File: config.mk
export PLATFORM = sky130hd
export DESIGN_NAME = alu_serial_seq
export DESIGN_NICKNAME = d
export VERILOG_FILES = /design/src/rtl/alu_serial_seq_pkg.sv /design/src/rtl/alu_serial_seq_shift_reg.sv /design/src/rtl/alu_serial_seq.sv
export SDC_FILE = /design/constraint.sdc
export NUM_CORES = 1
export LEC_CHECK = 0
export BUFFER_PORTS_ARGS = -buffer_cell sky130_fd_sc_hd__buf_2
export CAP_MARGIN = 20
export CORE_MARGIN = 10
export CORE_UTILIZATION = 40
export CTS_BUF_LIST = sky130_fd_sc_hd__clkbuf_4
export DETAILED_ROUTE_END_ITERATION = 7
export PLACE_DENSITY = 0.75
export SYNTH_ARGS = -nofsm -noshare
export SYNTH_HDL_FRONTEND = slang
export SYNTH_SLANG_ARGS = --single-unit
File: constraint.sdc
create_clock -name clk -period 1.7 [get_ports clk]
set_clock_uncertainty 0.05 [all_clocks]
set_input_delay 0 -clock clk [delete_from_list [all_inputs] [get_ports clk]]
set_output_delay 0 -clock clk [all_outputs]
set_load 0.005 [all_outputs]
File: src/rtl/alu_serial_seq_pkg.sv
// Shared definitions for the bit-serial ALU sequencer: op codes, FSM states
// and op-class helpers.
package alu_serial_seq_pkg;

  localparam logic [3:0] ALU_AND = 4'd0;
  localparam logic [3:0] ALU_OR  = 4'd1;
  localparam logic [3:0] ALU_ADD = 4'd2;
  localparam logic [3:0] ALU_SUB = 4'd6;
  localparam logic [3:0] ALU_SLT = 4'd7;
  localparam logic [3:0] ALU_NOR = 4'd12;

  typedef enum logic [1:0] {
    ST_IDLE = 2'd0,
    ST_RUN  = 2'd1,
    ST_FIX  = 2'd2,
    ST_DONE = 2'd3
  } state_t;

  // Ops whose carry and overflow flags are meaningful.
  function automatic logic is_arith(input logic [3:0] op);
    return (op == ALU_ADD) || (op == ALU_SUB) || (op == ALU_SLT);
  endfunction

  function automatic logic is_supported(input logic [3:0] op);
    return is_arith(op) || (op == ALU_AND) || (op == ALU_OR) || (op == ALU_NOR);
  endfunction

endpackage

File: src/rtl/alu_serial_seq_shift_reg.sv
// WIDTH-bit right-shift register with parallel load (priority) and serial
// input at the MSB.
module alu_serial_seq_shift_reg #(
  parameter int WIDTH = 32
) (
  input  logic             clk,
  input  logic             rst_n,
  input  logic             load,
  input  logic [WIDTH-1:0] load_value,
  input  logic             shift,
  input  logic             serial_in,
  output logic [WIDTH-1:0] q
);

  always_ff @(posedge clk or negedge rst_n) begin
    if (!rst_n) begin
      q <= '0;
    end else if (load) begin
      q <= load_value;
    end else if (shift) begin
      q <= {serial_in, q[WIDTH-1:1]};
    end
  end

endmodule

File: src/rtl/alu_serial_seq.sv
// Bit-serial ALU sequencer: feeds an external one-bit slice LSB-first, keeps
// the ripple carry in a flop and fixes up SLT after the MSB.
module alu_serial_seq
  import alu_serial_seq_pkg::*;
#(
  parameter int WIDTH = 32
) (
  input  logic             clk,
  input  logic             rst_n,
  input  logic             req_valid,
  output logic             req_ready,
  input  logic [3:0]       req_op,
  input  logic [WIDTH-1:0] req_a,
  input  logic [WIDTH-1:0] req_b,
  output logic             rsp_valid,
  input  logic             rsp_ready,
  output logic [WIDTH-1:0] rsp_result,
  output logic             rsp_zero,
  output logic             rsp_carry,
  output logic             rsp_ovf,
  output logic [3:0]       alu_op,
  output logic             alu_a,
  output logic             alu_b,
  output logic             alu_cin,
  output logic             alu_less,
  output logic             alu_sub,
  input  logic             alu_r,
  input  logic             alu_cout,
  input  logic             alu_set
);

  localparam int IDX_W = $clog2(WIDTH);
  localparam logic [IDX_W-1:0] LAST_IDX = IDX_W'(WIDTH - 1);

  state_t           state_q;
  logic [3:0]       op_q;
  logic [IDX_W-1:0] idx_q;
  logic             carry_q;
  logic             ovf_q;
  logic             set_q;
  logic             zero_q;
  logic [WIDTH-1:0] a_q;
  logic [WIDTH-1:0] b_q;
  logic [WIDTH-1:0] result_q;
  logic [WIDTH-1:0] result_load;
  logic [WIDTH-1:0] result_shifted;
  logic             accept;
  logic             running;
  logic             fixing;
  logic             sub_op;
  logic             arith_op;
  logic             res_in;
  logic             unused_bits;

  assign accept   = (state_q == ST_IDLE) && req_valid;
  assign running  = (state_q == ST_RUN);
  assign fixing   = (state_q == ST_FIX);
  assign sub_op   = (op_q == ALU_SUB) || (op_q == ALU_SLT);
  assign arith_op = is_arith(op_q);

  // Unsupported ops shift in zeros so the result ends up forced to 0.
  assign res_in         = is_supported(op_q) & alu_r;
  assign result_shifted = {res_in, result_q[WIDTH-1:1]};
  assign result_load    = accept ? '0 : {{(WIDTH-1){1'b0}}, set_q ^ ovf_q};

  alu_serial_seq_shift_reg #(.WIDTH(WIDTH)) u_a_sh (
    .clk        (clk),
    .rst_n      (rst_n),
    .load       (accept),
    .load_value (req_a),
    .shift      (running),
    .serial_in  (1'b0),
    .q          (a_q)
  );

  alu_serial_seq_shift_reg #(.WIDTH(WIDTH)) u_b_sh (
    .clk        (clk),
    .rst_n      (rst_n),
    .load       (accept),
    .load_value (req_b),
    .shift      (running),
    .serial_in  (1'b0),
    .q          (b_q)
  );

  alu_serial_seq_shift_reg #(.WIDTH(WIDTH)) u_result_sh (
    .clk        (clk),
    .rst_n      (rst_n),
    .load       (accept || fixing),
    .load_value (result_load),
    .shift      (running),
    .serial_in  (res_in),
    .q          (result_q)
  );

  // Only the LSBs of the operand shifters feed the slice.
  assign unused_bits = ^{a_q[WIDTH-1:1], b_q[WIDTH-1:1]};

  assign alu_op   = op_q;
  assign alu_a    = running & a_q[0];
  assign alu_b    = running & b_q[0];
  assign alu_sub  = running & sub_op;
  assign alu_cin  = running & ((idx_q == '0) ? sub_op : carry_q);
  assign alu_less = 1'b0;

  always_ff @(posedge clk or negedge rst_n) begin
    if (!rst_n) begin
      state_q <= ST_IDLE;
      op_q    <= '0;
      idx_q   <= '0;
      carry_q <= 1'b0;
      ovf_q   <= 1'b0;
      set_q   <= 1'b0;
      zero_q  <= 1'b0;
    end else begin
      case (state_q)
        ST_IDLE: begin
          if (req_valid) begin
            op_q    <= req_op;
            idx_q   <= '0;
            carry_q <= 1'b0;
            ovf_q   <= 1'b0;
            set_q   <= 1'b0;
            zero_q  <= 1'b0;
            state_q <= ST_RUN;
          end
        end
        ST_RUN: begin
          carry_q <= alu_cout;
          if (idx_q == LAST_IDX) begin
            set_q   <= alu_set;
            ovf_q   <= arith_op & (alu_cin ^ alu_cout);
            carry_q <= arith_op & alu_cout;
            if (op_q == ALU_SLT) begin
              state_q <= ST_FIX;
            end else begin
              zero_q  <= (result_shifted == '0);
              state_q <= ST_DONE;
            end
          end else begin
            idx_q <= idx_q + IDX_W'(1);
          end
        end
        ST_FIX: begin
          zero_q  <= ~(set_q ^ ovf_q);
          state_q <= ST_DONE;
        end
        ST_DONE: begin
          if (rsp_ready) begin
            state_q <= ST_IDLE;
          end
        end
        default: state_q <= ST_IDLE;
      endcase
    end
  end

  assign req_ready  = (state_q == ST_IDLE);
  assign rsp_valid  = (state_q == ST_DONE);
  assign rsp_result = result_q;
  assign rsp_zero   = zero_q;
  assign rsp_carry  = carry_q;
  assign rsp_ovf    = ovf_q;

endmodule

==> results.md <==
- Run status: complete, but fails checks
- Violated checks: setup timing
- Cells along the critical path: buf_6 -> inv_4 -> ha_4 -> nor4b_4 -> mux2i_1 -> nor2b_2 -> buf_2
- Hold Fails Final Rpt: 0
- HP Class: in -> async
- Commonest non-fill, non-tap cells in the layout: buf_2 (115), dfrtp_1 (111), mux2i_1 (92)
- Area of the multi-input gates: approximately 2500 um^2
- Final WL: 15.69 mm
- Worst path required time: 1650 ps
- Diodes inserted: 0
- Arr. time, crit path: ~1900 ps
- Max_slew headroom: 59.25%
- Max Slew Vio Count: 0
- I/O pin count: 121
- Reg2Reg Capture Point: idx_q[3]$_DFFE_PN0P_
- Worst Tran Pin Value: about 610 ps
- DRC: 0
- Post-synth ARST share: 100.0%
- Vias in the first global route: 4,907
- GRT Total Usage: 16.52%
- Synth Warn #: 0
- Die W: 134.7 um
- Worst setup margin: -232.1 ps
- R2R setup slack: -180 ps
- Yosys reg bits: 111
- Global-route wire length before repair: approximately 25 mm
- Max incr delay on CP: ~430 ps
- Commonest non-fill, non-tap cell in the layout: buf_2
- Gr ovfl total: 0
- Sequential area share after synthesis: between 50% and 60%
- Worst R2R Start: idx_q[1]$_DFFE_PN0P_
- Pleak: 3.652 nW
- Number of enable flip-flop cells after synthesis: 0
- TritonCTS clock tree: done
- RSZ-0062 raised after global routing: true
- Starting Density: 41.23%
- Endpoints failing setup: 15
- Period minus WS final: slightly below 2000 ps
- Commonest register cell after synthesis: dfrtp_1
- Final std cells w/o fill: 901
- Antenna Nets Post-Route: 0
- Worst-path fanout max: 2
- Clock sink total: approximately 110
- Worst VDD drop: 0.001001 V
- Largest net degree at the start of global routing: 112
- Via count: 4,606
- Count of cell types in the netlist: 41
- Starting DRT DRC Count: 292
- Post-detail-place hpwl: roughly 9.3 mm
- Fin nets: between 800 and 900
- Slowest library cell on the worst path: dfrtp_1
- DP Cell Count: 786
- Synth Instances: 502
- Root buf cell: clkbuf_4
- Worst skew pair latency: 480 ps
- Worst-path clk slew: 170 ps
- Port bufs: ~120
- Initial antenna violation count: 0
- Worst Reg-to-Reg Cells: 9
- Share of cells above drive strength 1: 31.41%
- Post-synthesis net count: between 500 and 600
- CTS max path bufs: 2
- Core area: 12,770 um^2
- Row count: 41
- Mean Syn Cell Area: between 10 and 15 um^2
- Area grow syn2layout: 46.99%
- Die area: 18,150 um^2
- Dpl ws: -136.5 ps
- DRT Pass-1 Iters: 4
- Pwr/cell area: 1565 nW/um^2
- Critical path class: reg -> out
- Critical Path Sink Type: output pin
- Crit share post-route: 113.7%
- GP Congestion: between 0.8 and 0.9
- Fillcell total: 1,004
- Mapped cell area: between 5000 and 6000 um^2
- H-tree levels: 3
- CTS buffer count: 9
- Setup crit start kind: flip-flop
- Sequential Area: 2778 um^2
- Max cap viols: 0
- FMAX: between 500 and 600 MHz
- Chip Height: 134.7 um
- Vias/cell: 5.112
- Routed len/inst: 17.42 um
## area by class of cell
type                    instances  area share (%)
flip-flops and latches        111           35.88
multi-input cells             349           32.21
clock inverters                 7           1.535
clock buffers                   9          0.8728
well taps                     172           2.780
repair buffers                245           26.26
inverters                       8          0.4526
## cells in the mapped netlist (5+ instances only)
library cell,number,area (um^2)
dfrtp_1,111,2778
ha_1,7,87.58
clkbuf_1,9,33.78
nor4_1,5,31.28
mux2i_1,95,950.9
buf_2,23,115.1
o21ai_0,73,365.4
inv_1,8,30.03
nand2_1,74,277.8
a21oi_1,5,25.02
mux2_2,6,67.56
nor2_1,34,127.6
## repair_timing
action,in CTS,in global routing
endpoints found under the setup margin,46,82
buffers inserted,14,6
hold endpoints to repair,186,0
resized for setup,42,28
hold buffers,74,0
pin swaps,10,9
gates cloned,1,5
## per-layer routing
layer	global-route usage, %	routed length, um	vias up
li1	-	-	2192
met3	5.823	1028	28
met1	19.27	6618	2248
met2	27.73	7749	138
met4	5.260	297	0
met5	0	0	-
## worst max path at each step
| stage | from | end | slack (ps) | depth (start not counted) |
|---|---|---|---|---|
| floorplan | idx_q[1]$_DFFE_PN0P_ | rsp_zero$_DFFE_PN0P_ | -8 | 7 |
| global placement | idx_q[1]$_DFFE_PN0P_ | state_q[0]$_DFFE_PN0P_ | -30 | 8 |
| detailed placement | state_q[1]$_DFFE_PN0P_ | rsp_zero$_DFFE_PN0P_ | -140 | 6 |
| CTS | idx_q[0]$_DFFE_PN0P_ | alu_cin | -230 | 7 |
| global route | idx_q[1]$_DFFE_PN0P_ | alu_cin | -330 | 7 |
| finish | idx_q[1]$_DFFE_PN0P_ | alu_cin | -230 | 7 |
## critical path: cells and delay by family, from the launching register on
kind / cells / cell delay (ps)
flops: 1 / 430
fa+ha+maj: 1 / 130
mux: 1 / 250
simple gates: 2 / 280
buf+inv: 3 / 320
## stage by stage
stage | power (mW) | hold WS (ps) | cell area (um^2) | utilization [%] | setup TNS [ps]
global route | 12.95 | 71.68 | 7741 | 60.60 | -2952
CTS | 11.33 | 56.16 | 7457 | 58.38 | -1137
finish | 12.12 | 39.37 | 7741 | 60.60 | -1603
detailed placement | 8.843 | 83.08 | 6240 | 48.85 | -1450
global placement | 8.553 | 73.86 | 6240 | 48.85 | -62.17
floorplan | 7.345 | -345.6 | 5304 | - | -11.44
## power by group
group	leakage [nW]	switching (mW)	internal, mW
Combinational	2.13	2.90	3.36
Clock	0.0946	0.892	0.750
Sequential	1.43	0.628	3.59
Total	3.65	4.42	7.70
## state kept, by name, summed over array words and instances (netlist names)
name / flops
u_a_sh.q: 32
u_b_sh.q: 32
u_result_sh.q: 32
idx_q: 5
alu_op: 4
state_q: 2
rsp_carry: 1
rsp_ovf: 1
rsp_zero: 1
set_q: 1
## kinds of logic (layout without fill, tap and decap cells)
group,count (synthesis),after routing,share of synthesized area [%]
AO/OA/AOI/OAI,95,95,9.955
flip-flops,111,111,52.74
adder cells (fa/ha/maj),7,7,1.663
buffers and inverters,42,269,3.682
XOR/XNOR,3,3,0.4990
AND/OR/NAND/NOR,142,142,12.05
multiplexers,101,101,19.34
other,1,1,0.07121
Note: power is estimated with default switching activity, not from simulation.
